--- src/rtl/psram_pkg.sv ---
// Shared definitions for the PSRAM front end: bus widths, arbiter FSM states
// and requester identifiers.
package psram_pkg;

  localparam int PSRAM_ADDR_W = 22;
  localparam int PSRAM_DATA_W = 8;

  typedef enum logic [1:0] {
    ST_IDLE   = 2'd0,
    ST_ACCEPT = 2'd1,
    ST_DONE   = 2'd2
  } state_t;

  typedef enum logic {
    PORT_A = 1'b0,
    PORT_B = 1'b1
  } port_t;

endpackage

--- src/rtl/psram_req_latch.sv ---
// Per-port pending request latch. A request arriving while the port is ready
// is presented straight through so the arbiter can issue it without a wait cycle.
module psram_req_latch
  import psram_pkg::*;
(
  input  logic                    clk,
  input  logic                    reset,
  input  logic                    req,
  input  logic                    wr,
  input  logic [PSRAM_ADDR_W-1:0] address,
  input  logic [PSRAM_DATA_W-1:0] wdata,
  input  logic                    in_flight,
  input  logic                    grant,
  output logic                    ready,
  output logic                    valid,
  output logic                    op_wr,
  output logic [PSRAM_ADDR_W-1:0] op_address,
  output logic [PSRAM_DATA_W-1:0] op_wdata
);

  logic                    pending;
  logic                    pend_wr;
  logic [PSRAM_ADDR_W-1:0] pend_address;
  logic [PSRAM_DATA_W-1:0] pend_wdata;
  logic                    accept;

  assign ready      = !pending && !in_flight;
  assign accept     = req && ready;
  assign valid      = pending || accept;
  assign op_wr      = pending ? pend_wr      : wr;
  assign op_address = pending ? pend_address : address;
  assign op_wdata   = pending ? pend_wdata   : wdata;

  // A granted request leaves the latch, even one that was only just accepted.
  always_ff @(posedge clk or posedge reset) begin
    if (reset) begin
      pending      <= 1'b0;
      pend_wr      <= 1'b0;
      pend_address <= '0;
      pend_wdata   <= '0;
    end else begin
      if (accept) begin
        pend_wr      <= wr;
        pend_address <= address;
        pend_wdata   <= wdata;
      end
      pending <= valid && !grant;
    end
  end

endmodule

--- src/rtl/psram_arbiter.sv ---
// Two-port round-robin arbiter in front of the PSRAM controller; serialises
// single-byte requests and routes completions back to the issuing port.
module psram_arbiter
  import psram_pkg::*;
(
  input  logic                    clk,
  input  logic                    reset,
  input  logic                    a_req,
  input  logic                    a_wr,
  input  logic [PSRAM_ADDR_W-1:0] a_address,
  input  logic [PSRAM_DATA_W-1:0] a_wdata,
  output logic                    a_ready,
  output logic [PSRAM_DATA_W-1:0] a_rdata,
  output logic                    a_rdata_en,
  output logic                    a_done,
  input  logic                    b_req,
  input  logic                    b_wr,
  input  logic [PSRAM_ADDR_W-1:0] b_address,
  input  logic [PSRAM_DATA_W-1:0] b_wdata,
  output logic                    b_ready,
  output logic [PSRAM_DATA_W-1:0] b_rdata,
  output logic                    b_rdata_en,
  output logic                    b_done,
  output logic                    mem_rd,
  output logic                    mem_wr,
  output logic [PSRAM_ADDR_W-1:0] mem_address,
  output logic [PSRAM_DATA_W-1:0] mem_wdata,
  input  logic                    mem_busy,
  input  logic [PSRAM_DATA_W-1:0] mem_rdata,
  input  logic                    mem_rdata_en
);

  state_t state;
  port_t  cur_port;
  port_t  last_grant;
  logic   cur_wr;

  logic                    a_valid, b_valid;
  logic                    a_op_wr, b_op_wr;
  logic [PSRAM_ADDR_W-1:0] a_op_address, b_op_address;
  logic [PSRAM_DATA_W-1:0] a_op_wdata, b_op_wdata;
  logic                    grant_a, grant_b, issue;
  logic                    sel_wr;
  logic [PSRAM_ADDR_W-1:0] sel_address;
  logic [PSRAM_DATA_W-1:0] sel_wdata;

  // On a tie the port that did not win last time goes first.
  assign grant_a     = a_valid && (!b_valid || last_grant == PORT_B);
  assign grant_b     = b_valid && !grant_a;
  assign issue       = (state == ST_IDLE) && !mem_busy && (a_valid || b_valid);
  assign sel_wr      = grant_a ? a_op_wr      : b_op_wr;
  assign sel_address = grant_a ? a_op_address : b_op_address;
  assign sel_wdata   = grant_a ? a_op_wdata   : b_op_wdata;

  psram_req_latch u_latch_a (
    .clk        (clk),
    .reset      (reset),
    .req        (a_req),
    .wr         (a_wr),
    .address    (a_address),
    .wdata      (a_wdata),
    .in_flight  ((state != ST_IDLE) && (cur_port == PORT_A)),
    .grant      (issue && grant_a),
    .ready      (a_ready),
    .valid      (a_valid),
    .op_wr      (a_op_wr),
    .op_address (a_op_address),
    .op_wdata   (a_op_wdata)
  );

  psram_req_latch u_latch_b (
    .clk        (clk),
    .reset      (reset),
    .req        (b_req),
    .wr         (b_wr),
    .address    (b_address),
    .wdata      (b_wdata),
    .in_flight  ((state != ST_IDLE) && (cur_port == PORT_B)),
    .grant      (issue && grant_b),
    .ready      (b_ready),
    .valid      (b_valid),
    .op_wr      (b_op_wr),
    .op_address (b_op_address),
    .op_wdata   (b_op_wdata)
  );

  always_ff @(posedge clk or posedge reset) begin
    if (reset) begin
      state       <= ST_IDLE;
      cur_port    <= PORT_A;
      last_grant  <= PORT_B;
      cur_wr      <= 1'b0;
      mem_rd      <= 1'b0;
      mem_wr      <= 1'b0;
      mem_address <= '0;
      mem_wdata   <= '0;
      a_rdata     <= '0;
      a_rdata_en  <= 1'b0;
      a_done      <= 1'b0;
      b_rdata     <= '0;
      b_rdata_en  <= 1'b0;
      b_done      <= 1'b0;
    end else begin
      mem_rd     <= 1'b0;
      mem_wr     <= 1'b0;
      a_rdata_en <= 1'b0;
      a_done     <= 1'b0;
      b_rdata_en <= 1'b0;
      b_done     <= 1'b0;
      case (state)
        ST_IDLE: begin
          if (issue) begin
            cur_port    <= grant_a ? PORT_A : PORT_B;
            last_grant  <= grant_a ? PORT_A : PORT_B;
            cur_wr      <= sel_wr;
            mem_rd      <= !sel_wr;
            mem_wr      <= sel_wr;
            mem_address <= sel_address;
            mem_wdata   <= sel_wdata;
            state       <= ST_ACCEPT;
          end
        end
        ST_ACCEPT: begin
          if (mem_busy) state <= ST_DONE;
        end
        // Reads finish only on returned data; busy dropping alone is not enough.
        ST_DONE: begin
          if (cur_wr) begin
            if (!mem_busy) begin
              a_done <= (cur_port == PORT_A);
              b_done <= (cur_port == PORT_B);
              state  <= ST_IDLE;
            end
          end else if (mem_rdata_en) begin
            if (cur_port == PORT_A) begin
              a_rdata    <= mem_rdata;
              a_rdata_en <= 1'b1;
            end else begin
              b_rdata    <= mem_rdata;
              b_rdata_en <= 1'b1;
            end
            state <= ST_IDLE;
          end
        end
        default: state <= ST_IDLE;
      endcase
    end
  end

endmodule

--- config.mk ---
export PLATFORM = sky130hd
export DESIGN_NAME = psram_arbiter
export DESIGN_NICKNAME = d
export VERILOG_FILES = /design/src/rtl/psram_pkg.sv /design/src/rtl/psram_req_latch.sv /design/src/rtl/psram_arbiter.sv
export SDC_FILE = /design/constraint.sdc
export NUM_CORES = 1
export LEC_CHECK = 0
export ABC_AREA = 1
export CAP_MARGIN = 20
export CORE_ASPECT_RATIO = 1.5
export CORE_MARGIN = 3
export CORE_UTILIZATION = 51
export CTS_CLUSTER_DIAMETER = 50
export CTS_CLUSTER_SIZE = 24
export DETAILED_ROUTE_END_ITERATION = 6
export GPL_TIMING_DRIVEN = 0
export PLACE_DENSITY = 0.9
export SLEW_MARGIN = 25
export SYNTH_ARGS = -nofsm -noshare
export SYNTH_HDL_FRONTEND = slang
export SYNTH_SLANG_ARGS = --single-unit
--- constraint.sdc ---
create_clock -name clk -period 6.5 [get_ports clk]
set_input_delay 1.95 -clock clk [delete_from_list [all_inputs] [get_ports clk]]
set_output_delay 1.95 -clock clk [all_outputs]
set_load 0.01 [all_outputs]
==> flow_summary.toml, run 1 <==
[route]
wl_met3_um = 1260
dr.max_layer_used = "met4"
vias = 5599
dr.pass1.iters = 5
viasPerCell = 5.31
wl_per_cell_um = 15.4
drt-initial-drc-count = 433
wl_met2_um = 8610
antenna_left = 0
wl_um = 16300
drt_drc_violations_left = 0
drt-met1-wl_um = 5840

[sta]
max-slew-margin-rel = 0.636
rsz0062_at_grt = "false"
finalSetupTns_ps = 0
tightestPinTransition_ps = 546
period_share = 0.606
report.final.slew_viol_count = 0
hold_violations = 0
fmax_mhz = 254
timing.final.ws_setup_ps = 2560
fin_crit_ps = 3940
fin_skew_ps = 7.25
setup_viol = 0

[cells_and_area]
fin_util = 0.728
n_antenna_cell = 0
nNetsFinal = 973
drive_gt1_frac = 0.0846
final_design_area_no_fill_um2 = 7830
stdcell_count = 1054
fillers = 759
syn2layout_area_growth_pct = 36.8

[clock_tree]
clock-sinks = 121
clockBufferDepth = 2
cts_hold_buf = 0
cts_made_buffers = 17
clkTransAtPathRegs_ps = 60
clock_insertion_delay_worst_skew_ps = 420
cts_root_buffer = "clkbuf_16"
cts_setup_buffers = 0
post_cts_resized = 0
cts_tree = "done"
htreeDepth = 4

[floorplanning]
die-width_um = 92.5
die-area_um2 = 12600
die_h_um = 136
io_pins = 130
coreArea_um2 = 10800
placementRows = 46
start_util = 0.532

[grt]
grt_pass1_vias = 5699
gr-usage-all-layers = 0.271
grt-ovfl-total = 0
grt_antenna_before_repair = 0
grt_max_degree = 85
grt_pass1_wl_um = 26600

[place]
dp_slack_ps = 2980
placed_cell_area_um2 = 7230
place_congestion = 0.847
hpwlAfterDp_um = 11600
port_buffers = 129
place_inst = 1022

[critical_path]
criticalPathCategory = "flop to output port"
crit_slowest_cell = "clkdlybuf4s50_1"
crit_fanout = 10
critPathArrivalTime_ps = 1990
crit_path_max_incr_delay_ps = 570
worstPathRequired_ps = 4550
critPathLaunchType = "flop"
reg2reg_slack_ps = 4790
endpoint_kind = "output port"
crit_chain = "buf_2 -> clkbuf_1 -> a21oi_1 -> clkdlybuf4s50_1"

[yosys]
ys_seq_area_frac = 0.529
synth_cell_type_count = 24
syn_nets = 824
netlist_area_um2 = 5720
ys_ff_latch = 121
ys_warn_count = 0
synth.avg_cell_area_um2 = 7.65
synthCells = 748

[pwr]
max-vdd-ir-drop_uv = 311
p_leak_nw = 3.96
pwr_density_cell_nw_per_um2 = 499

[run]
cap_violations = 0

[outcome]
status = "finished clean"

[hold_path]
hold_path.class = "flop to flop"
state kept, by name, summed over array words and instances (netlist names), 2 cells and up:
name	flops
u_latch_a.pend_address	22
b_rdata	8
mem_address	22
a_rdata	8
u_latch_b.pend_address	22
u_latch_b.pend_wdata	8
state	2
u_latch_a.pend_wdata	8
mem_wdata	8
cell usage after synthesis:
| master | count | share of area |
|---|---|---|
| a21boi_4 | 1 | 0.0033 |
| clkbuf_1 | 14 | 0.0092 |
| a21oi_1 | 4 | 0.0035 |
| inv_1 | 79 | 0.052 |
| buf_4 | 3 | 0.0039 |
| dfstp_2 | 1 | 0.0046 |
| dfrtp_1 | 120 | 0.52 |
| o21ai_0 | 100 | 0.087 |
| nand2_4 | 1 | 0.0020 |
| nand2_2 | 3 | 0.0033 |
| a21oi_2 | 1 | 0.0015 |
| a21oi_4 | 1 | 0.0028 |
| nand3_1 | 33 | 0.029 |
| buf_2 | 22 | 0.019 |
| buf_1 | 4 | 0.0026 |
| nand3b_1 | 1 | 0.0013 |
| o21bai_1 | 1 | 0.0013 |
| inv_2 | 8 | 0.0052 |
| o21ai_1 | 42 | 0.037 |
| o31ai_1 | 2 | 0.0026 |
| nor3_2 | 2 | 0.0035 |
| nand2_1 | 297 | 0.19 |
| nor2_1 | 6 | 0.0039 |
| nor3_1 | 2 | 0.0017 |
placed cells by master, fill, tap and decap left out, types with 4 or more instances in the layout:
| cell | instances |
|---|---|
| clkbuf_16 | 17 |
| clkdlybuf4s50_1 | 129 |
| nand3_1 | 33 |
| buf_1 | 4 |
| o21ai_0 | 100 |
| a21oi_1 | 4 |
| inv_2 | 8 |
| clkbuf_1 | 14 |
| inv_1 | 78 |
| clkinvlp_4 | 6 |
| nor2_1 | 6 |
| nand2_1 | 297 |
| dfrtp_1 | 120 |
| buf_2 | 22 |
| o21ai_1 | 42 |
critical path, delay by kind of cell, from the launching register on:
| kind | cells | cell delay (ps) |
|---|---|---|
| AOI/OAI and AO/OA | 1 | 220 |
| buffers and inverters | 3 | 980 |
| DFF | 1 | 370 |
metal layers:
metal,track usage,vias up
met2,0.487,294
met4,0.124,0
met3,0.0789,66
met1,0.291,2606
met5,0,-
li1,-,2633
final cells by class:
| type | count | area (um2) | area share |
|---|---|---|---|
| Clock buffer | 17 | 425 | 0.0543 |
| Buffer | 43 | 200 | 0.0256 |
| Sequential cell | 121 | 3030 | 0.387 |
| Tap cell | 144 | 180 | 0.0230 |
| Timing Repair Buffer | 130 | 1320 | 0.168 |
| Clock inverter | 15 | 176 | 0.0225 |
| Inverter | 87 | 334 | 0.0427 |
| Multi-Input combinational cell | 497 | 2170 | 0.277 |
worst paths after layout:
path                                             start  cells past startpoint                                     to
max                        u_latch_a.pending$_DFF_PP0_                      4                                a_ready
min                         mem_address[2]$_DFFE_PP0P_                      2             mem_address[2]$_DFFE_PP0P_
max reg2reg                       state[0]$_DFFE_PP0P_                      8               mem_wdata[0]$_DFFE_PP0P_
min reg2reg                 mem_address[2]$_DFFE_PP0P_                      2             mem_address[2]$_DFFE_PP0P_
max in group asynchronous                        reset                      3  u_latch_b.pend_address[4]$_DFFE_PP0P_
min in group asynchronous                        reset                      2                 b_rdata[7]$_DFFE_PP0P_
metrics by stage:
step	hold WS [ps]	total power, W
6_report	477	0.00391
5_1_grt	496	0.00416
4_1_cts	480	0.00389
3_5_place_dp	466	0.00290
3_3_place_gp	461	0.00283
2_1_floorplan	453	0.00226
cells by family after synthesis:
| kind of cell | share of synthesized area |
|---|---|
| AOI/OAI and AO/OA | 0.139 |
| buffers and inverters | 0.0920 |
| DFF | 0.529 |
| and+or+nand+nor | 0.239 |
power by group:
group / total, W / internal, W / switching, W
sequential: 0.00128 / 0.00108 / 0.000192
clock: 0.000953 / 0.000602 / 0.000351
combinational: 0.00168 / 0.000681 / 0.000994
total: 0.00391 / 0.00237 / 0.00154
Note: power is estimated with default switching activity, not from simulation.
==> inputs of run 2 (changes only) <==
Clock period 6.5 ns to 3.7 ns, I/O delays scaled along.
==> run 2 against run 1 <==
Net effect:
- count of clock-buffer cells in the layout is 2 higher
- via count is 1.6% higher
- critical path depth stayed put
- core utilization is 1.3 points higher
- register-to-register slack worse by 2900 ps
- routed wire length is 3.9% higher
- final area is 1.8% higher
- clock skew is 0.50 ps higher
- sequential cell count stayed put
- first-iteration DRC count is 1.6% higher
- cell count is 0.28% higher
- critical endpoint unchanged
==> flow_summary.toml, run 2 (synthesis results as in run 1) <==
[cells_and_area]
drive_gt1_frac = 0.0854
layout_commonest_cell = "nand2_1"
reg_top3 = "mem_address: 22 flops, u_latch_a.pend_address: 22 flops, u_latch_b.pend_address: 22 flops"
n_antenna_cell = 0
final_cell_mix = "nand2_1 (297), clkdlybuf4s50_1 (129), dfrtp_1 (120)"
fin_util = 0.740
nNetsFinal = 977
syn2layout_area_growth_pct = 39.2

[clock_tree]
cts_setup_buffers = 0
cts_hold_buf = 0
cts_tree = "done"
clockBufferDepth = 2
clkTransAtPathRegs_ps = 50
post_cts_resized = 0
cts_made_buffers = 17
htreeDepth = 4
cts_root_buffer = "clkbuf_16"
clock_insertion_delay_worst_skew_ps = 420
clock-sinks = 121

[floorplanning]
die-area_um2 = 12600
die_h_um = 136
coreArea_um2 = 10800
io_pins = 130
placementRows = 46
die-width_um = 92.5
start_util = 0.532

[critical_path]
r2r_cells = 8
timing.rr.start = "state[0]$_DFFE_PP0P_"
crit_fanout = 10
crit_path_start = "u_latch_a.pending$_DFF_PP0_"
criticalPathCategory = "flop to output port"
r2r-end = "mem_address[14]$_DFFE_PP0P_"
endpoint_kind = "output port"
crit_path_max_incr_delay_ps = 590
critPathLaunchType = "flop"
crit_slowest_cell = "clkdlybuf4s50_1"
worstPathRequired_ps = 2590
reg2reg_slack_ps = 1920
crit_chain = "buf_2 -> clkbuf_1 -> a21oi_1 -> clkdlybuf4s50_1"
critPathArrivalTime_ps = 2040
critical_path.endpoint = "a_ready"

[sta]
report.final.slew_viol_count = 0
max-slew-margin-rel = 0.631
period_share = 0.850
fin_crit_ps = 3150
fmax_mhz = 318
setup_viol = 0
rsz0062_at_grt = "false"
hold_violations = 0
tightestPinTransition_ps = 554
fin_skew_ps = 7.75

[grt]
grt_max_degree = 26
grt-ovfl-total = 0
grt_antenna_before_repair = 0
gr-usage-all-layers = 0.282
grt_pass1_wl_um = 27500
grt_pass1_vias = 5968

[run]
cap_violations = 0

[place]
hpwlAfterDp_um = 12000
place_congestion = 0.849
port_buffers = 129

[pwr]
p_leak_nw = 4.03
max-vdd-ir-drop_uv = 604
pwr_density_cell_nw_per_um2 = 882
power_w = 0.00703

[route]
drt-initial-drc-count = 440
viasPerCell = 5.38
wl_per_cell_um = 16.0
dr.pass1.iters = 6
antenna_left = 0
vias = 5689
wl_um = 16900
drt_drc_violations_left = 0

[outcome]
status = "finished clean"

[hold_path]
hold_path.class = "flop to flop"
[run 2: changes by cell type in the layout (fill, tap and decap cells not counted)]
cell        previous run  this run
inv_8                  1         0
clkinvlp_4             6         4
clkinv_2               3         2
bufinv_16              3         5
clkbuf_1              14        16
clkinv_4               1         2
buf_16                 1         5
inv_6                  2         0
[run 2: area by class of cell]
cell class / count / area, um2
plain buffers: 43 / 200
multi-input cells: 497 / 2170
inverters: 87 / 330
well taps: 144 / 180
flip-flops and latches: 121 / 3030
fillers: 728 / 2790
clock buffers: 19 / 433
clock inverters: 12 / 200
repair buffers: 134 / 1430
[run 2: critical path, delay by kind of cell (launching register included)]
kind | cells | cell delay (ps)
AOI/OAI and AO/OA | 1 | 270
buffers and inverters | 3 | 990
DFF | 1 | 370
[run 2: layer usage]
| layer | GRT usage | up-vias | routed length (um) |
|---|---|---|---|
| met1 | 0.291 | 2616 | 5930 |
| met3 | 0.0812 | 83 | 1440 |
| li1 | - | 2647 | - |
| met4 | 0.185 | 0 | 973 |
| met5 | 0 | - | 0 |
| met2 | 0.492 | 343 | 8580 |
[run 2: how the worst min path moves through the flow]
| stage | start | endpoint | slack (ps) | cells after the start |
|---|---|---|---|---|
| 5_1_grt | mem_address[2]$_DFFE_PP0P_ | mem_address[2]$_DFFE_PP0P_ | 490 | 2 |
| 3_5_place_dp | mem_address[4]$_DFFE_PP0P_ | mem_address[4]$_DFFE_PP0P_ | 460 | 2 |
| 2_1_floorplan | u_latch_a.pend_address[0]$_DFFE_PP0P_ | u_latch_a.pend_address[0]$_DFFE_PP0P_ | 450 | 2 |
| 6_report | mem_address[2]$_DFFE_PP0P_ | mem_address[2]$_DFFE_PP0P_ | 480 | 2 |
| 3_3_place_gp | mem_address[2]$_DFFE_PP0P_ | mem_address[2]$_DFFE_PP0P_ | 460 | 2 |
| 4_1_cts | mem_address[2]$_DFFE_PP0P_ | mem_address[2]$_DFFE_PP0P_ | 480 | 2 |
[run 2: where the power goes]
group / switching (W) / leakage [nW] / internal, W / total [W]
sequential: 0.000349 / 1.53 / 0.00191 / 0.00226
combinational: 0.00178 / 2.20 / 0.00121 / 0.00298
clock: 0.000597 / 0.299 / 0.00119 / 0.00179
total: 0.00272 / 4.03 / 0.00430 / 0.00703
[run 2: per-stage QoR]
stage	hold slack (ps)	setup slack [ps]	std cells	setup TNS (ps)	area, um2
2_1_floorplan	453	1110	748	0	5730
3_3_place_gp	462	-9.05	1021	-438	7200
3_5_place_dp	465	1010	1026	0	7340
4_1_cts	479	580	1057	0	7970
5_1_grt	495	484	1057	0	7970
6_report	478	554	1057	0	7970
==> inputs of run 3 (changes only) <==
Settings changed: CAP_MARGIN 20 to 0, TNS_END_PERCENT set to 20.
==> results of run 3 <==
No change in the layout: final DEF, timing and power equal those of run 2.
